<file path="src/rtl/hsi_pkg.sv">
// Shared CCW constants and the frame buffer read-FSM encoding.
package hsi_pkg;

    localparam int CCW_MAX_LEN = 16;
    localparam int CCW_FRAMES  = 4;

    localparam logic [1:0] ST_IDLE     = 2'd0;
    localparam logic [1:0] ST_FETCH    = 2'd1;
    localparam logic [1:0] ST_SEND     = 2'd2;
    localparam logic [1:0] ST_WAIT_ACK = 2'd3;

endpackage

</file>
<file path="src/rtl/ccw_frame_buf_if.sv">
// Byte-in / CCW-out bundle of the frame buffer; slave is the buffer, master its environment.
interface ccw_frame_buf_if
    import hsi_pkg::*;
#(
    parameter int FRAMES = CCW_FRAMES
);
    logic                      in_valid;
    logic [7:0]                in_d;
    logic                      in_last;
    logic                      in_rdy;
    logic                      ccw_tx_rdy;
    logic                      ccw_tx_en;
    logic [7:0]                ccw_d;
    logic                      ccw_d_rdy;
    logic                      ccw_d_sending;
    logic                      ccw_accepted;
    logic                      ccw_repeat_req;
    logic [$clog2(FRAMES):0]   frame_cnt;
    logic                      ovf;

    modport slave (
        input  in_valid, in_d, in_last, ccw_tx_en, ccw_d_sending, ccw_accepted, ccw_repeat_req,
        output in_rdy, ccw_tx_rdy, ccw_d, ccw_d_rdy, frame_cnt, ovf
    );

    modport master (
        output in_valid, in_d, in_last, ccw_tx_en, ccw_d_sending, ccw_accepted, ccw_repeat_req,
        input  in_rdy, ccw_tx_rdy, ccw_d, ccw_d_rdy, frame_cnt, ovf
    );
endinterface

</file>
<file path="src/rtl/ccw_dpram.sv">
// Simple dual-port byte RAM: one write port, one read port with a registered output.
// Read data appears one cycle after re_i; it holds while re_i is low.
module ccw_dpram #(
    parameter int DEPTH = 64,
    parameter int AW    = $clog2(DEPTH)
) (
    input  logic          clk,
    input  logic          we_i,
    input  logic [AW-1:0] waddr_i,
    input  logic [7:0]    wdat_i,
    input  logic          re_i,
    input  logic [AW-1:0] raddr_i,
    output logic [7:0]    rdat_o
);
    logic [7:0] mem [DEPTH];

    always_ff @(posedge clk) begin
        if (we_i)
            mem[waddr_i] <= wdat_i;
        if (re_i)
            rdat_o <= mem[raddr_i];
    end
endmodule

</file>
<file path="src/rtl/ccw_frame_buf.sv">
// Collects host bytes into frames, keeps them until the slave accepts, serves them byte-wise.
// Commit visible next cycle; 2 cycles per output byte; in_rdy drops when RAM or length FIFO fills.
module ccw_frame_buf
    import hsi_pkg::*;
#(
    parameter int DEPTH   = 64,
    parameter int FRAMES  = CCW_FRAMES,
    parameter int MAX_LEN = CCW_MAX_LEN
) (
    input  logic           clk,
    input  logic           n_rst,
    ccw_frame_buf_if.slave bus
);
    localparam int AW = $clog2(DEPTH);
    localparam int PW = AW + 1;
    localparam int LW = $clog2(MAX_LEN + 1);
    localparam int FW = $clog2(FRAMES);
    localparam int CW = FW + 1;

    logic [PW-1:0] wr_ptr_q, wr_ptr_d;
    logic [PW-1:0] commit_ptr_q, commit_ptr_d;
    logic [PW-1:0] rd_base_q, rd_base_d;
    logic [PW-1:0] rd_ptr_q, rd_ptr_d;
    logic [LW-1:0] cur_len_q, cur_len_d;
    logic [LW-1:0] len_q, len_d;
    logic [LW-1:0] len_fifo_q [FRAMES];
    logic [FW-1:0] fifo_wr_q, fifo_wr_d;
    logic [FW-1:0] fifo_rd_q, fifo_rd_d;
    logic [CW-1:0] frame_cnt_q, frame_cnt_d;
    logic [1:0]    state_q, state_d;
    logic          ovf_q, ovf_d;
    logic          discard_q, discard_d;

    logic [PW-1:0] used;
    logic [PW-1:0] rd_off_next;
    logic          in_rdy;
    logic          in_fire;
    logic          too_long;
    logic          wr_en;
    logic          commit;
    logic          release_frm;
    logic [7:0]    rd_dat;

    assign used        = wr_ptr_q - rd_base_q;
    // While discarding, bytes are swallowed regardless of space.
    assign in_rdy      = discard_q |
                         ((used < PW'(DEPTH)) & (frame_cnt_q < CW'(FRAMES)));
    assign in_fire     = bus.in_valid & in_rdy;
    assign too_long    = !discard_q & (cur_len_q == LW'(MAX_LEN));
    assign wr_en       = in_fire & !discard_q & !too_long;
    assign commit      = wr_en & bus.in_last;
    assign release_frm = (state_q == ST_WAIT_ACK) & bus.ccw_accepted;
    assign rd_off_next = rd_ptr_q - rd_base_q + PW'(1);

    always_comb begin
        wr_ptr_d     = wr_ptr_q;
        commit_ptr_d = commit_ptr_q;
        cur_len_d    = cur_len_q;
        ovf_d        = ovf_q;
        discard_d    = discard_q;
        fifo_wr_d    = fifo_wr_q;

        if (in_fire) begin
            if (discard_q) begin
                if (bus.in_last)
                    discard_d = 1'b0;
            end else if (too_long) begin
                // Drop the partial frame; an in_last on this very byte ends it immediately.
                wr_ptr_d  = commit_ptr_q;
                cur_len_d = '0;
                ovf_d     = 1'b1;
                discard_d = !bus.in_last;
            end else begin
                wr_ptr_d = wr_ptr_q + PW'(1);
                if (bus.in_last) begin
                    commit_ptr_d = wr_ptr_q + PW'(1);
                    cur_len_d    = '0;
                    fifo_wr_d    = fifo_wr_q + FW'(1);
                end else begin
                    cur_len_d = cur_len_q + LW'(1);
                end
            end
        end
    end

    always_comb begin
        state_d   = state_q;
        rd_ptr_d  = rd_ptr_q;
        rd_base_d = rd_base_q;
        len_d     = len_q;
        fifo_rd_d = fifo_rd_q;

        case (state_q)
            ST_IDLE: begin
                if (bus.ccw_tx_en && (frame_cnt_q != '0)) begin
                    rd_ptr_d = rd_base_q;
                    len_d    = len_fifo_q[fifo_rd_q];
                    state_d  = ST_FETCH;
                end
            end
            ST_FETCH: begin
                if (bus.ccw_repeat_req) begin
                    rd_ptr_d = rd_base_q;
                    state_d  = ST_IDLE;
                end else begin
                    state_d  = ST_SEND;
                end
            end
            ST_SEND: begin
                if (bus.ccw_repeat_req) begin
                    rd_ptr_d = rd_base_q;
                    state_d  = ST_IDLE;
                end else if (bus.ccw_d_sending) begin
                    rd_ptr_d = rd_ptr_q + PW'(1);
                    state_d  = (rd_off_next == PW'(len_q)) ? ST_WAIT_ACK : ST_FETCH;
                end
            end
            default: begin
                if (bus.ccw_accepted) begin
                    rd_base_d = rd_base_q + PW'(len_q);
                    fifo_rd_d = fifo_rd_q + FW'(1);
                    state_d   = ST_IDLE;
                end else if (bus.ccw_repeat_req) begin
                    rd_ptr_d  = rd_base_q;
                    state_d   = ST_IDLE;
                end
            end
        endcase
    end

    always_comb begin
        case ({commit, release_frm})
            2'b10:   frame_cnt_d = frame_cnt_q + CW'(1);
            2'b01:   frame_cnt_d = frame_cnt_q - CW'(1);
            default: frame_cnt_d = frame_cnt_q;
        endcase
    end

    always_ff @(posedge clk or negedge n_rst) begin
        if (!n_rst) begin
            wr_ptr_q     <= '0;
            commit_ptr_q <= '0;
            rd_base_q    <= '0;
            rd_ptr_q     <= '0;
            cur_len_q    <= '0;
            len_q        <= '0;
            fifo_wr_q    <= '0;
            fifo_rd_q    <= '0;
            frame_cnt_q  <= '0;
            state_q      <= ST_IDLE;
            ovf_q        <= 1'b0;
            discard_q    <= 1'b0;
        end else begin
            wr_ptr_q     <= wr_ptr_d;
            commit_ptr_q <= commit_ptr_d;
            rd_base_q    <= rd_base_d;
            rd_ptr_q     <= rd_ptr_d;
            cur_len_q    <= cur_len_d;
            len_q        <= len_d;
            fifo_wr_q    <= fifo_wr_d;
            fifo_rd_q    <= fifo_rd_d;
            frame_cnt_q  <= frame_cnt_d;
            state_q      <= state_d;
            ovf_q        <= ovf_d;
            discard_q    <= discard_d;
        end
    end

    always_ff @(posedge clk or negedge n_rst) begin
        if (!n_rst) begin
            for (int i = 0; i < FRAMES; i++)
                len_fifo_q[i] <= '0;
        end else if (commit) begin
            len_fifo_q[fifo_wr_q] <= cur_len_q + LW'(1);
        end
    end

    ccw_dpram #(
        .DEPTH (DEPTH),
        .AW    (AW)
    ) u_ram (
        .clk     (clk),
        .we_i    (wr_en),
        .waddr_i (wr_ptr_q[AW-1:0]),
        .wdat_i  (bus.in_d),
        .re_i    (state_q == ST_FETCH),
        .raddr_i (rd_ptr_q[AW-1:0]),
        .rdat_o  (rd_dat)
    );

    assign bus.in_rdy     = in_rdy;
    assign bus.ccw_tx_rdy = (state_q == ST_IDLE) & (frame_cnt_q != '0);
    assign bus.ccw_d_rdy  = (state_q == ST_SEND);
    assign bus.ccw_d      = (state_q == ST_SEND) ? rd_dat : 8'h00;
    assign bus.frame_cnt  = frame_cnt_q;
    assign bus.ovf        = ovf_q;
endmodule
</file>
<file path="src/flat_wrapper.sv">
// flat-port wrapper written by rule: the top's interface ports become plain ports
module ccw_frame_buf_flat import hsi_pkg::*;
#(
    parameter int DEPTH   = 64,
    parameter int FRAMES  = CCW_FRAMES,
    parameter int MAX_LEN = CCW_MAX_LEN
)
  (clk, n_rst, bus_in_valid, bus_in_d, bus_in_last, bus_ccw_tx_en, bus_ccw_d_sending, bus_ccw_accepted, bus_ccw_repeat_req, bus_in_rdy, bus_ccw_tx_rdy, bus_ccw_d, bus_ccw_d_rdy, bus_frame_cnt, bus_ovf);
  ccw_frame_buf_if #(.FRAMES(FRAMES)) bus_i ();
  input  logic clk;
  input  logic n_rst;
  input wire logic [$bits(bus_i.in_valid)-1:0] bus_in_valid;
  input wire logic [$bits(bus_i.in_d)-1:0] bus_in_d;
  input wire logic [$bits(bus_i.in_last)-1:0] bus_in_last;
  input wire logic [$bits(bus_i.ccw_tx_en)-1:0] bus_ccw_tx_en;
  input wire logic [$bits(bus_i.ccw_d_sending)-1:0] bus_ccw_d_sending;
  input wire logic [$bits(bus_i.ccw_accepted)-1:0] bus_ccw_accepted;
  input wire logic [$bits(bus_i.ccw_repeat_req)-1:0] bus_ccw_repeat_req;
  output wire logic [$bits(bus_i.in_rdy)-1:0] bus_in_rdy;
  output wire logic [$bits(bus_i.ccw_tx_rdy)-1:0] bus_ccw_tx_rdy;
  output wire logic [$bits(bus_i.ccw_d)-1:0] bus_ccw_d;
  output wire logic [$bits(bus_i.ccw_d_rdy)-1:0] bus_ccw_d_rdy;
  output wire logic [$bits(bus_i.frame_cnt)-1:0] bus_frame_cnt;
  output wire logic [$bits(bus_i.ovf)-1:0] bus_ovf;
  assign bus_i.in_valid = bus_in_valid;
  assign bus_i.in_d = bus_in_d;
  assign bus_i.in_last = bus_in_last;
  assign bus_i.ccw_tx_en = bus_ccw_tx_en;
  assign bus_i.ccw_d_sending = bus_ccw_d_sending;
  assign bus_i.ccw_accepted = bus_ccw_accepted;
  assign bus_i.ccw_repeat_req = bus_ccw_repeat_req;
  assign bus_in_rdy = bus_i.in_rdy;
  assign bus_ccw_tx_rdy = bus_i.ccw_tx_rdy;
  assign bus_ccw_d = bus_i.ccw_d;
  assign bus_ccw_d_rdy = bus_i.ccw_d_rdy;
  assign bus_frame_cnt = bus_i.frame_cnt;
  assign bus_ovf = bus_i.ovf;
  ccw_frame_buf #(.DEPTH(DEPTH), .FRAMES(FRAMES), .MAX_LEN(MAX_LEN)) u_core (.clk(clk), .n_rst(n_rst), .bus(bus_i));
endmodule
</file>
<file path="config.mk">
export PLATFORM = sky130hd
export DESIGN_NAME = ccw_frame_buf_flat
export DESIGN_NICKNAME = d
export VERILOG_FILES = /design/src/rtl/hsi_pkg.sv /design/src/rtl/ccw_frame_buf_if.sv /design/src/rtl/ccw_dpram.sv /design/src/rtl/ccw_frame_buf.sv /design/src/flat_wrapper.sv
export SDC_FILE = /design/constraint.sdc
export NUM_CORES = 1
export LEC_CHECK = 0
export CORE_UTILIZATION = 40
export DETAILED_ROUTE_END_ITERATION = 6
export PLACE_DENSITY_LB_ADDON = 0.25
export SLEW_MARGIN = 20
export SYNTH_ARGS = -nofsm -noshare
export SYNTH_HDL_FRONTEND = slang
export SYNTH_SLANG_ARGS = --single-unit
</file>
<file path="constraint.sdc">
create_clock -name clk -period 6.1 [get_ports clk]
set_input_delay 1.22 -clock clk [delete_from_list [all_inputs] [get_ports clk]]
set_output_delay 1.22 -clock clk [all_outputs]
set_load 0.02 [all_outputs]
</file>
=== Yosys cells after proc, flatten, opt, wreduce, memory -nomap -nowiden ===
Memory sizes are Yosys's and may differ from the RTL's. A register that Yosys moved wholly into a read port is not among the register bits.
Cells that the tools add are included.

* Add/sub/neg operators: 11
* $lt $le $gt $ge: 5
* Eq/ne operators: 10
* Muxes and demuxes: 30
* Bitwise logic cells: 14
* Reduce and logical (&&, ||, !) cells: 17

{| class="wikitable"
|+ Operators with widths
! kind !! number
|-
| two-way mux 7 bit || 6
|-
| two-way mux 5 bit || 5
|-
| adder 7 x 1 -> 7 bit (second input constant) || 3
|-
| one-hot mux 7 bit (3 select lines) || 1
|-
| bitwise mux 20 bit || 1
|-
| two-way mux 2 bit || 7
|-
| subtractor 7 bit || 2
|-
| binary-select mux 5 bit (select 2 bit) || 1
|-
| demux 5 bit (select 2 bit) || 1
|-
| AND reduction 3 bit || 3
|-
| bitwise AND 1 bit || 8
|-
| two-way mux 8 bit || 1
|-
| adder 7 x 5 -> 7 bit || 1
|-
| == test 7 x 5 -> 1 bit || 1
|-
| less-than comparator 7 bit (second input constant) || 1
|-
| == test 2 bit (second input constant) || 3
|-
| >= comparator 3 bit (second input constant) || 2
|-
| NOT 2 -> 3 bit || 2
|-
| one-hot mux 2 bit (3 select lines) || 1
|-
| one-hot mux 3 bit (2 select lines) || 1
|-
| AND reduction 2 bit || 3
|-
| adder 5 x 1 -> 5 bit (second input constant) || 1
|-
| == test 5 bit (second input constant) || 1
|-
| two-way mux 1 bit || 5
|-
| other kinds (19) || 26
|}

* Flip-flop bits (word level): 69
* Bits in writable memories: 512
* Output and inout bits: 15
* Logic and storage cells: 104
* Memories: 1

{| class="wikitable"
|+ Memories
! memory !! words !! bits a word !! rd ports !! clocked after memory_dff !! write ports !! line !! RTL
|-
| u_core.u_ram.mem || 64 || 8 || 1 || 1 || 1 || ccw_dpram.sv:15 || <nowiki>logic [7:0] mem [DEPTH];</nowiki>
|}

=== Longest topological paths before layout ===
Gate-level depths: netlist (run 1).

* Depth after elaboration: 10
* Gate-level depth with buffers: 15
* Gate-level depth less buffers: 13

=== Hierarchy ===
A second synthesis (run 1) with hierarchy kept.

* Cell total of the unflattened synthesis: 1334
* Area total of the unflattened synthesis: 24432.2 um2

{| class="wikitable"
|+ Modules (own cells, without submodules)
! module !! instances !! cells an instance !! area each (um2) !! sequential area each (um2)
|-
| ccw_dpram || 1 || 940 || 20246.9 || 15615.0
|-
| ccw_frame_buf || 1 || 394 || 4185.3 || 1726.7
|}

=== Least setup slack after synthesis (run 1) ===
Ideal clock, no wire load.

* Path kind: input-to-reg
* From: in bus_in_valid
* To: mem u_core.u_ram.mem[24][0], enable pin
* Library setup time: 0.383 ns
* Arrival: 2.774 ns
* Required time: 5.717 ns
* Path slack: 2.943 ns
* Cell stages on the path: 7
* Path buffers: 2
* Cells stage by stage: nand2_1 > nor2_1 > mux2i_1 > or2_2 > buf_2 > buf_2 > nor3_1

* Cells in the longest elaborated chain, start to end: 5

{| class="wikitable"
|+ RTL lines
! item !! line !! RTL
|-
| from (decl) || flat_wrapper.sv:12 || <nowiki>input wire logic [$bits(bus_i.in_valid)-1:0] bus_in_valid;</nowiki>
|-
| bitwise AND 1 bit || ccw_frame_buf.sv:48 || <nowiki>assign in_fire = bus.in_valid & in_rdy;</nowiki>
|-
| bitwise AND 1 bit (2 in a row) || ccw_frame_buf.sv:50 || <nowiki>assign wr_en = in_fire & !discard_q & !too_long;</nowiki>
|-
| two-way mux 1 bit || ccw_dpram.sv:18 || <nowiki>if (we_i)</nowiki>
|-
| two-way mux 1 bit (implied by the code) || ccw_dpram.sv:19 || <nowiki>mem[waddr_i] <= wdat_i;</nowiki>
|-
| to (decl) || ccw_dpram.sv:15 ||
|}

Every way passes these cells.

=== Worst setup path after layout (run 1) ===
* From: reg u_core.wr_ptr_q[5]
* To: out bus_in_rdy

* Cells in the longest elaborated chain, start to end: 4

{| class="wikitable"
|+ RTL lines
! item !! line !! RTL
|-
| from (decl) || ccw_frame_buf.sv:20 || <nowiki>logic [PW-1:0] wr_ptr_q, wr_ptr_d;</nowiki>
|-
| from (signal assigned) || ccw_frame_buf.sv:154 || <nowiki>wr_ptr_q <= wr_ptr_d;</nowiki>
|-
| subtractor 7 bit || ccw_frame_buf.sv:44 || <nowiki>assign used = wr_ptr_q - rd_base_q;</nowiki>
|-
| less-than comparator 7 bit || ccw_frame_buf.sv:47 || <nowiki>((used < PW'(DEPTH)) & (frame_cnt_q < CW'(FRAMES)));</nowiki>
|-
| bitwise AND 1 bit || ccw_frame_buf.sv:47 ||
|-
| OR 1 bit || ccw_frame_buf.sv:46 || <nowiki>assign in_rdy = discard_q |</nowiki>
|-
| to (decl) || flat_wrapper.sv:19 || <nowiki>output wire logic [$bits(bus_i.in_rdy)-1:0] bus_in_rdy;</nowiki>
|}

Every way passes these cells.

==> results of run 1 <==
## flip-flops by register name (all words and copies together), names as in the netlist
name                  count
u_core.rd_base_q          7
u_core.u_ram.rdat_o       8
u_core.discard_q          1
u_core.bus.frame_cnt      3
u_core.commit_ptr_q       7
u_core.state_q            2
u_core.u_ram.mem        512
u_core.cur_len_q          5
u_core.fifo_wr_q          2
u_core.bus.ovf            1
u_core.len_fifo_q        20
u_core.fifo_rd_q          2
u_core.rd_ptr_q           7
u_core.wr_ptr_q           7
u_core.len_q              5
## cell families (layout without fill, tap and decap cells)
group	Yosys count	after routing	synth area share, %
compound gates	121	121	2.97
xor+xnor	33	33	1.18
fa+ha+maj	33	33	1.78
buf+inv	105	197	2.00
flops	589	589	71.1
mux	209	209	16.1
other cells	0	1	0
simple gates	239	239	4.89
## where the power goes
group | total [mW] | internal, mW | switching [mW]
Sequential | 4.99 | 4.64 | 0.355
Clock | 3.48 | 1.96 | 1.52
Combinational | 3.72 | 1.70 | 2.01
## final timing paths
path,to,depth (start not counted)
worst max-delay path,bus_in_rdy,8
worst min-delay path,u_core.len_fifo_q[4]$_DFFE_PN0P_,1
worst max register to register,u_core.u_ram.mem[37][5]$_DFFE_PP_,7
worst min register to register,u_core.len_fifo_q[4]$_DFFE_PN0P_,1
max in group asynchronous,u_core.commit_ptr_q[3]$_DFFE_PN0P_,2
min in group asynchronous,u_core.len_fifo_q[6]$_DFFE_PN0P_,1
## layer usage
metal / wire length (um) / vias to the layer above / part of all wire [%]
met2: 27400 / 311 / 49
met4: 1420 / 2 / 2.5
met3: 2690 / 79 / 4.8
met1: 24800 / 6489 / 44
li1: - / 5385 / -
met5: 8 / - / 0.014
## final cells by class
cell class | count | area [um^2]
multi-input combinational | 635 | 6640
fill | 5125 | 32900
sequential | 589 | 17400
inverter | 30 | 113
antenna | 1 | 2.50
timing repair buffer | 59 | 510
clock buffer | 79 | 1630
tap | 782 | 978
clock inverter | 29 | 223
## synthesized netlist by cell type (11+ instances only)
cell type	n	area share, %
a21oi_1	42	0.86
and2_1	15	0.38
mux2_2	29	1.3
nand3_1	22	0.45
mux2i_1	36	1.5
nor3_1	37	0.76
xnor2_1	22	0.79
inv_1	28	0.43
ha_1	30	1.5
and3_1	13	0.33
buf_2	18	0.37
xor2_1	11	0.39
mux4_2	144	13
nor2_1	59	0.91
clkbuf_1	40	0.62
dfrtp_1	69	7.1
o21ai_0	33	0.68
edfxtp_1	520	64
nand2_1	47	0.72
## worst max-delay path: stages (launching register included)
cell,delay [ns]
dfrtp_1,0.72
ha_1,0.37
a21oi_1,0.15
o21a_1,0.14
o21ai_1,0.17
xnor2_1,0.45
nand2b_1,0.30
nand2b_1,0.18
clkdlybuf4s50_1,0.61
## through the flow
stage	setup slack (ns)	hold WS [ns]	power, mW	area [um^2]
2_1_floorplan	2.94	0.468	7.61	24400
3_3_place_gp	1.95	0.483	8.79	25500
3_5_place_dp	1.85	0.487	8.84	25500
4_1_cts	1.15	0.501	12.3	27400
5_1_grt	0.969	0.513	12.7	27400
6_report	1.17	0.502	12.2	27400
==> reports/summary.log, run 1 <==
[run_status] status complete, no violations
[route] post-route DRC violation count 0
[timing] slew at the pin closest to its max-slew limit 1.06 ns
[power] maximum vdd ir drop 243 uV
[synth] number of library cell types mapped by synthesis 56
[timing] share of the clock period used by the worst path 80.8%
[synth] total number of yosys warnings 0
[layout] fraction of the core area covered by cells at the end of the flow 45.5%
[global_routing] met1 routing resource usage after global routing 25.6%
[clock_network] CTS tree yes
[floorplan] IO Count 31
[floorplan] # rows 90
[timing] unrepaired setup endpoints after global routing false
[synth] Yosys reg bits 589
[global_routing] pin count of the biggest net entering global routing 65
[synth] mean instance size in the synthesized netlist 18.4 um^2
[worst_setup_path] critical-path maximum fanout 18
[route] antenna violation net count after detailed routing 0
[floorplan] horizontal extent of the die 249 um
[layout] layout overhead on the synthesized area 12.5%
[clock_network] maximum clock path buffer count 3
[timing] highest attainable clock frequency 203 MHz
[placed_design] DP Cell Count 2095
[clock_network] post-cts hold buffer count 0
[worst_setup_path] sort of element at the end of the critical path primary output
[power] areal power density over the cells 444 mW/mm^2
[worst_setup_path] R2R setup slack 2.21 ns
[floorplan] vertical die dimension 249 um
[layout] Layout Nets 1423
[worst_setup_path] worst setup path category register to primary output
[timing] final-report max-slew violation count 0
[global_routing] first-pass GRT wire length 84800 um
[route] post-DR wirelength/cell 25.6 um
[synth] dominant synthesized flop cell edfxtp_1
[synth] number of enable-type register cells in the synthesized netlist 520
[clock_network] TritonCTS sink count 589
[synth] post-synthesis cell area 0.0244 mm^2
[clock_network] post-cts resize count 0
[placed_design] number of buffers inserted by port buffering 30
[timing] total count of hold-check failures in the final report 0
[worst_setup_path] start of the worst register-to-register path u_core.wr_ptr_q[5]$_DFFE_PN0P_
[timing] Final Setup Violations 0
[global_routing] number of antenna violations at the first check in global routing 3
[worst_setup_path] Worst setup SP type register
[global_routing] layer with the highest usage met2
[timing] relative slew slack 28.5%
[worst_setup_path] required time of the critical path 4.88 ns
[worst_hold_path] launch instance of the worst min-delay path u_core.len_fifo_q[4]$_DFFE_PN0P_
[timing] Setup TNS Final 0 ns
[floorplan] Initial Util 40.4%
[floorplan] Core Area 0.0604 mm^2
[route] Via density 5.57
[flow_run] maximum capacitance violations 0
[global_routing] aggregate global routing overflow 0
[clock_network] clock network latency to the later pin of the worst-skew pair 0.63 ns
[layout] final std cells w/o fill 2204
[layout] most common library cell in the layout ignoring fill and taps edfxtp_1
[global_routing] met3 routing resource usage after global routing 3.01%
[clock_network] Max H-tree Level 2
[clock_network] Post-CTS Setup Repair Bufs 0
[global_routing] met2 usage in global routing 30.0%
[route] DRC violation total after the first TritonRoute iteration 963
[worst_hold_path] type of the tightest min-delay check register to register
[route] total detailed-routing wirelength 56300 um
[placed_design] post-detail-place hpwl 34200 um
[synth] Net Count, Synth 1378
[global_routing] GR Util All Layers 18.5%
[worst_setup_path] origin of the worst setup path u_core.wr_ptr_q[5]$_DFFE_PN0P_
[layout] commonest cells after routing, fill and taps aside edfxtp_1, mux4_2, dfrtp_1, clkbuf_16, nor2_1
[power] Static Leakage 9.04 nW
[synth] post-synthesis async set-or-reset flop share 11.7%
[synth] sequential share of the synthesized area 71.1%
[global_routing] via count of the first global-routing pass 12700
[placed_design] Final Wtd Congestion 0.787
[synth] Cells after Synth 1329
[timing] final worst path period need 4.93 ns
[clock_network] Root Driver clkbuf_16
[clock_network] clock slew seen by the registers of the worst setup and hold paths 0.06 ns
[route] Pre-antenna DRT Iters 7
[floorplan] Die ar. 0.0620 mm^2
[worst_setup_path] Data arrival, critical path 3.71 ns
[layout] share of cells above drive strength 1 22.2%
[clock_network] clock buffers created by TritonCTS 59
[timing] Clock Skews 0.0240 ns
[route] via total after detailed routing 12300
(Power assumes the default switching activity.)
==> run 2: changes to the inputs <==
Clock period 6.1 ns to 5.1 ns, I/O delays scaled along.
==> run 2 against run 1 <==
First-iteration DRC count down 15%; setup slack got worse by 0.66 ns; sequential power rose by 21%; final area up 0.26%; critical endpoint unchanged.
==> reports/summary.log, run 2 (synthesis gave the netlist of run 1 again) <==
[run_status] status complete, no violations
[worst_setup_path] sort of element at the end of the critical path primary output
[worst_setup_path] critical-path maximum fanout 14 [-4]
[floorplan] IO Count 31 [unchanged]
[clock_network] Max H-tree Level 2 [unchanged]
[timing] final worst path period need 4.60 ns
[timing] Final Setup Violations 0 [unchanged]
[timing] unrepaired setup endpoints after global routing false
[global_routing] pin count of the biggest net entering global routing 65 [unchanged]
[floorplan] Die ar. 0.0620 mm^2 [unchanged]
[worst_setup_path] required time of the critical path 4.08 ns [-0.80 ns]
[layout] number of flip-flops under the largest register name 512 [unchanged]
[clock_network] Post-CTS Setup Repair Bufs 0 [unchanged]
[global_routing] number of antenna violations at the first check in global routing 0 [-3]
[placed_design] post-detail-place hpwl 33600 um [-1.7%]
[floorplan] horizontal extent of the die 249 um [unchanged]
[clock_network] CTS tree yes
[global_routing] first-pass GRT wire length 82500 um [-2.7%]
[clock_network] clock slew seen by the registers of the worst setup and hold paths 0.06 ns [about the same]
[worst_setup_path] Critical-path top delay cell clkdlybuf4s50_1
[layout] fraction of the core area covered by cells at the end of the flow 45.6% [+0.12 points]
[layout] largest registers ranked by flip-flop count u_core.u_ram.mem (512), u_core.len_fifo_q (20), u_core.u_ram.rdat_o (8)
[timing] relative slew slack 32.3% [+3.8 points]
[floorplan] vertical die dimension 249 um [unchanged]
[route] via total after detailed routing 12200 [-0.37%]
[worst_setup_path] cell family with the largest share of critical-path delay buffers and inverters
[route] Pre-antenna DRT Iters 5 [-2]
[layout] storage element area 0.0174 mm^2 [unchanged]
[floorplan] Initial Util 40.4% [unchanged]
[timing] Final Worst Setup Slack 0.504 ns [-0.664 ns]
[route] post-DR wirelength/cell 24.7 um [-3.3%]
[worst_setup_path] crit-path most repeated cell nand2b_1
[layout] Layout Nets 1439 [+1.1%]
[clock_network] post-cts resize count 0 [unchanged]
[layout] share of cells above drive strength 1 22.9% [+0.67 points]
[global_routing] via count of the first global-routing pass 12600 [-0.91%]
[clock_network] maximum clock path buffer count 3 [unchanged]
[worst_setup_path] Register-to-Register Path Depth 7 [unchanged]
[worst_setup_path] Worst setup SP type register
[power] Static Leakage 9.14 nW [+1.1%]
[timing] final-report max-slew violation count 0 [unchanged]
[worst_setup_path] cell-by-cell listing of the critical path ha_1 -> a21oi_1 -> o21a_1 -> o21ai_1 -> xnor2_1 -> nand2b_1 -> nand2b_1 -> clkdlybuf4s50_1
[clock_network] clock buffers created by TritonCTS 58 [-1.7%]
[power] Final Total Pwr 14.6 mW [+20%]
[route] DRC violation total after the first TritonRoute iteration 816 [-15%]
[route] antenna violation net count after detailed routing 0 [unchanged]
[route] Via density 5.51 [-1.0%]
[clock_network] Root Driver clkbuf_16
[placed_design] number of buffers inserted by port buffering 30 [unchanged]
[layout] largest reg by FF count u_core.u_ram.mem
[worst_setup_path] Data arrival, critical path 3.58 ns [-0.13 ns]
[worst_setup_path] buffering stage count on the worst path with inverters included 1 [unchanged]
[layout] layout overhead on the synthesized area 12.8%
[worst_setup_path] worst setup path category register to primary output
[route] total detailed-routing wirelength 54800 um [-2.7%]
[layout] most common library cell in the layout ignoring fill and taps edfxtp_1
[layout] layout filler cell count 5189 [+1.2%]
[global_routing] aggregate global routing overflow 0 [unchanged]
[power] areal power density over the cells 530 mW/mm^2 [+19%]
[placed_design] post-place setup slack 1.18 ns [-0.667 ns]
[layout] ant diodes 0 [-1]
[layout] footprint of the multi-input gates 0.00658 mm^2 [-0.83%]
[worst_hold_path] WHS Path Cells 1 [unchanged]
[timing] slew at the pin closest to its max-slew limit 1.01 ns [-0.0545 ns]
[route] post-route DRC violation count 0 [unchanged]
[clock_network] clock network latency to the later pin of the worst-skew pair 0.63 ns [about the same]
[timing] highest attainable clock frequency 218 MHz
[floorplan] # rows 90 [unchanged]
[layout] commonest cells after routing, fill and taps aside edfxtp_1, mux4_2, dfrtp_1, nor2_1, clkbuf_16
[worst_setup_path] largest incremental delay on the critical path 0.62 ns [-0.10 ns]
[clock_network] TritonCTS sink count 589 [unchanged]
[global_routing] GR Util All Layers 17.9% [-0.61 points]
[worst_hold_path] type of the tightest min-delay check register to register
[placed_design] Final Wtd Congestion 0.789 [+0.32%]
[timing] Setup TNS Final 0 ns [unchanged]
[timing] total count of hold-check failures in the final report 0 [unchanged]
[timing] Clock Skews 0.0289 ns [+0.00492 ns]
[floorplan] Core Area 0.0604 mm^2 [unchanged]
[clock_network] post-cts hold buffer count 0 [unchanged]
[flow_run] maximum capacitance violations 0 [unchanged]
[timing] share of the clock period used by the worst path 90.1%
[power] maximum vdd ir drop 348 uV [+43%]
[worst_setup_path] logic depth of the worst path, buffers included 8 [unchanged]
-- run 2: changes by cell type in the layout (fill, tap and decap cells not counted), sizes merged --
cell      delta
clkbuf      -13
clkinvlp     +2
diode        -1
buf         +17
clkinv       +5
bufinv       +4
-- run 2: report_power, final --
group / internal (mW) / switching, mW / leakage [nW]
combinational: 2.03 / 2.30 / 2.65
clock: 2.39 / 1.83 / 0.915
sequential: 5.54 / 0.491 / 5.57
-- run 2: area by class of cell --
class,instances,share of cell area [%]
multi-input cells,635,23.9
repair buffers,76,2.33
clock inverters,40,1.36
flip-flops and latches,589,63.1
well taps,782,3.56
clock buffers,66,5.38
inverters,30,0.409
-- run 2: per-layer routing --
layer | vias to the layer above | part of all wire [%] | global-route usage [%]
met5 | - | 0 | 0
met4 | 0 | 2.2 | 4.63
met3 | 83 | 4.2 | 2.85
met2 | 246 | 50 | 30.2
met1 | 6471 | 43 | 24.3
li1 | 5421 | - | -
-- run 2: path summary, 6_finish.rpt --
kind,from,to,slack [ns]
worst max-delay path,u_core.wr_ptr_q[3]$_DFFE_PN0P_,bus_in_rdy,0.50
worst min-delay path,u_core.rd_base_q[5]$_DFFE_PN0P_,u_core.rd_base_q[5]$_DFFE_PN0P_,0.50
worst max register to register,u_core.wr_ptr_q[3]$_DFFE_PN0P_,u_core.u_ram.mem[36][1]$_DFFE_PP_,1.43
worst min register to register,u_core.rd_base_q[5]$_DFFE_PN0P_,u_core.rd_base_q[5]$_DFFE_PN0P_,0.50
max in group asynchronous,n_rst,u_core.rd_ptr_q[1]$_DFFE_PN0P_,3.58
min in group asynchronous,n_rst,u_core.len_fifo_q[5]$_DFFE_PN0P_,0.52
-- run 2: stage by stage --
stage	cells	hold WS [ns]	instance area, um^2
floorplan	1329	0.468	24400
global placement	2112	0.483	25700
detailed placement	2112	0.493	25700
CTS	2218	0.504	27500
global route	2218	0.519	27500
finish	2218	0.498	27500
==> run 3: changes to the inputs <==
Settings changed: CAP_MARGIN set to 0, CORE_ASPECT_RATIO set to 1.2, SYNTH_HIERARCHICAL set to 1.
==> run 3 against run 2 <==
Global-route usage rose by 0.87 points; clock skew fell by 0.012 ns; die area rose by 0.13%; routed wire length rose by 2.8%; combinational power fell by 28%; worst hold slack got worse by 0.071 ns; sequential power fell by 5.5%; cell count rose by 1.2%; critical path type unchanged; largest power group unchanged; highest routed layer unchanged.
==> reports/summary.log, run 3 <==
[global_routing] via count of the first global-routing pass 13000 [+3.7%]
[clock_network] clock slew seen by the registers of the worst setup and hold paths 0.07 ns [about the same]
[layout] largest reg by FF count u_core/u_ram/mem
[synth] Net Count, Synth 1387 [+0.65%]
[layout] largest registers ranked by flip-flop count u_core/u_ram/mem (512), u_core/len_fifo_q (20), u_core/u_ram/rdat_o (8)
[floorplan] horizontal extent of the die 228 um [-8.6%]
[route] DRC violation total after the first TritonRoute iteration 1020 [+25%]
[layout] number of flip-flops under the largest register name 512 [unchanged]
[run_status] status complete, no violations
[synth] post-synthesis async set-or-reset flop share 11.7% [unchanged]
[route] Pre-antenna DRT Iters 5 [unchanged]
[floorplan] vertical die dimension 273 um [+9.5%]
[layout] ant diodes 0 [unchanged]
[floorplan] IO Count 31 [unchanged]
[floorplan] Core Area 0.0600 mm^2 [-0.66%]
[clock_network] Root Driver clkbuf_16
[placed_design] number of buffers inserted by port buffering 30 [unchanged]
[synth] area leader, netlist edfxtp_1
[route] antenna violation net count after detailed routing 0 [unchanged]
[route] post-route DRC violation count 0 [unchanged]
[timing] total count of hold-check failures in the final report 0 [unchanged]
[global_routing] aggregate global routing overflow 0 [unchanged]
[timing] final worst path period need 4.18 ns [-0.417 ns]
[layout] footprint of the multi-input gates 0.00660 mm^2 [+0.30%]
[layout] Layout Nets 1447 [+0.56%]
[clock_network] maximum clock path buffer count 3 [unchanged]
[timing] Final Setup Violations 0 [unchanged]
[global_routing] first-pass GRT wire length 84500 um [+2.4%]
[synth] most instantiated library cell after synthesis edfxtp_1
[global_routing] pin count of the biggest net entering global routing 65 [unchanged]
[synth] number of library cell types mapped by synthesis 64 [+14%]
[clock_network] post-cts hold buffer count 0 [unchanged]
[layout] layout overhead on the synthesized area 13.1%
[worst_setup_path] required time of the critical path 4.08 ns [about the same]
[layout] share of cells above drive strength 1 22.8% [-0.13 points]
[flow_run] maximum capacitance violations 0 [unchanged]
[floorplan] Initial Util 40.7% [+0.32 points]
[clock_network] clock network latency to the later pin of the worst-skew pair 0.61 ns [-0.02 ns]
[timing] Final Worst Setup Slack 0.921 ns [+0.417 ns]
[synth] top post-synthesis cells by area edfxtp_1, mux4_2, dfrtp_1
[worst_setup_path] worst setup path category register to primary output
[timing] final-report max-slew violation count 0 [unchanged]
[synth] sequential share of the synthesized area 71.0% [-0.087 points]
[clock_network] Post-CTS Setup Repair Bufs 0 [unchanged]
[route] Via density 5.58 [+1.2%]
[clock_network] post-cts resize count 0 [unchanged]
[timing] relative slew slack 37.3% [+5.0 points]
[power] maximum vdd ir drop 333 uV [-4.2%]
[floorplan] # rows 98 [+8.9%]
[clock_network] Max H-tree Level 2 [unchanged]
[layout] fraction of the core area covered by cells at the end of the flow 46.1% [+0.50 points]
[layout] commonest cells after routing, fill and taps aside edfxtp_1, mux4_2, nor2_1, dfrtp_1, clkbuf_16
[clock_network] CTS tree yes
[placed_design] Final Wtd Congestion 0.813 [+3.0%]
[synth] post-synthesis cell area 0.0244 mm^2 [+0.12%]
[synth] Yosys reg bits 589 [unchanged]
[synth] Cells after Synth 1334 [+0.38%]
[placed_design] post-detail-place hpwl 34800 um [+3.7%]
[global_routing] GR Util All Layers 18.8% [+0.87 points]
[worst_setup_path] Data arrival, critical path 3.16 ns [-0.42 ns]
[floorplan] Die ar. 0.0621 mm^2 [+0.13%]
[route] post-DR wirelength/cell 25.1 um [+1.6%]
[worst_hold_path] type of the tightest min-delay check input pin to async pin
[timing] Clock Skews 0.0166 ns [-0.0124 ns]
[synth] dominant synthesized flop cell edfxtp_1
[synth] area share of the leading cell type in the synthesized netlist 63.9% [-0.079 points]
[worst_setup_path] critical-path maximum fanout 21 [+7]
[clock_network] clock buffers created by TritonCTS 58 [unchanged]
[power] areal power density over the cells 481 mW/mm^2 [-9.2%]
[route] total detailed-routing wirelength 56400 um [+2.8%]
[worst_setup_path] sort of element at the end of the critical path primary output
[worst_setup_path] Worst setup SP type register
[clock_network] TritonCTS sink count 589 [unchanged]
[layout] layout filler cell count 5014 [-3.4%]
[layout] storage element area 0.0174 mm^2 [about the same]
[synth] number of enable-type register cells in the synthesized netlist 520 [unchanged]
[timing] share of the clock period used by the worst path 81.9% [-8.2 points]
[timing] unrepaired setup endpoints after global routing false
[timing] Setup TNS Final 0 ns [unchanged]
[layout] most common library cell in the layout ignoring fill and taps edfxtp_1
[route] via total after detailed routing 12500 [+2.4%]
[timing] slew at the pin closest to its max-slew limit 0.941 ns [-0.0691 ns]
[synth] list of most frequent post-synthesis cells edfxtp_1, mux4_2, nor2_1, dfrtp_1, mux2_2
[power] Static Leakage 9.18 nW [+0.47%]
[synth] mean instance size in the synthesized netlist 18.3 um^2 [-0.25%]
[timing] highest attainable clock frequency 239 MHz [+10%]
[global_routing] number of antenna violations at the first check in global routing 0 [unchanged]
[synth] total number of yosys warnings 6 [+6]
[placed_design] post-place setup slack 0.775 ns [-0.405 ns]
==> run 3: cell count changes in the layout (fill, tap and decap cells not counted), moves of 12 or more <==
| cell | change |
|---|---|
| nor2_1 | +35 |
| o22ai_1 | +12 |
| a21oi_1 | -20 |
| mux2_2 | +17 |
| mux4_2 | -13 |
| nor3_1 | -28 |
==> run 3: cell type report <==
class / count / share of cell area [%]
timing repair buffer: 63 / 1.94
tap: 800 / 3.62
multi-input combinational: 649 / 23.9
clock inverter: 40 / 1.68
sequential: 589 / 62.8
clock buffer: 70 / 5.64
inverter: 33 / 0.448
==> run 3: worst max-delay path, stage by stage (launching register included) <==
cell	delay [ns]
dfrtp_1	0.62
ha_1	0.32
a21o_1	0.16
a21oi_1	0.17
o21ai_2	0.10
xnor2_2	0.14
buf_4	0.22
o21bai_1	0.18
clkdlybuf4s50_1	0.64
==> run 3: through the flow <==
step                      power (mW)  instances  hold WS (ns)  instance area (um^2)
after floorplan                 7.98       1334         0.475                 24400
after detailed placement        8.94       2134         0.493                 25600
after CTS                       13.4       2244         0.423                 27600
after global placement          8.90       2134         0.486                 25600
after global routing            13.8       2244         0.456                 27600
final                           13.3       2244         0.426                 27600
==> run 3: where the power goes <==
group,internal (mW),switching (mW)
clock network,2.69,1.80
registers,5.37,0.327
logic,1.50,1.61
==> run 3: kinds of logic (layout without fill, tap and decap cells) <==
| logic type | after synthesis | after routing | synth area share, % |
|---|---|---|---|
| compound gates | 140 | 140 | 3.82 |
| xor+xnor | 31 | 31 | 1.14 |
| fa+ha+maj | 37 | 37 | 1.99 |
| buf+inv | 96 | 206 | 2.04 |
| flops | 589 | 589 | 71.0 |
| mux | 202 | 202 | 15.2 |
| simple gates | 239 | 239 | 4.81 |
==> run 3: final timing paths <==
kind | from | to | slack, ns | cells past startpoint
worst max-delay path | u_core/wr_ptr_q[4]$_DFFE_PN0P_ | bus_in_rdy | 0.92 | 8
max in group asynchronous | n_rst | u_core/rd_ptr_q[0]$_DFFE_PN0P_ | 3.60 | 2
worst min register to register | u_core/bus.ovf$_DFFE_PN0P_ | u_core/bus.ovf$_DFFE_PN0P_ | 0.49 | 1
min in group clk | u_core/bus.ovf$_DFFE_PN0P_ | u_core/bus.ovf$_DFFE_PN0P_ | 0.49 | 1
worst min-delay path | n_rst | u_core/len_fifo_q[13]$_DFFE_PN0P_ | 0.43 | 1
worst max register to register | u_core/wr_ptr_q[4]$_DFFE_PN0P_ | u_core/u_ram/mem[2][4]$_DFFE_PP_ | 1.00 | 11
==> run 3: per-layer routing <==
layer	track usage [%]	wire, um
met1	25.5	24300
met3	3.24	2820
met5	0	0
met4	6.20	1760
met2	30.7	27500
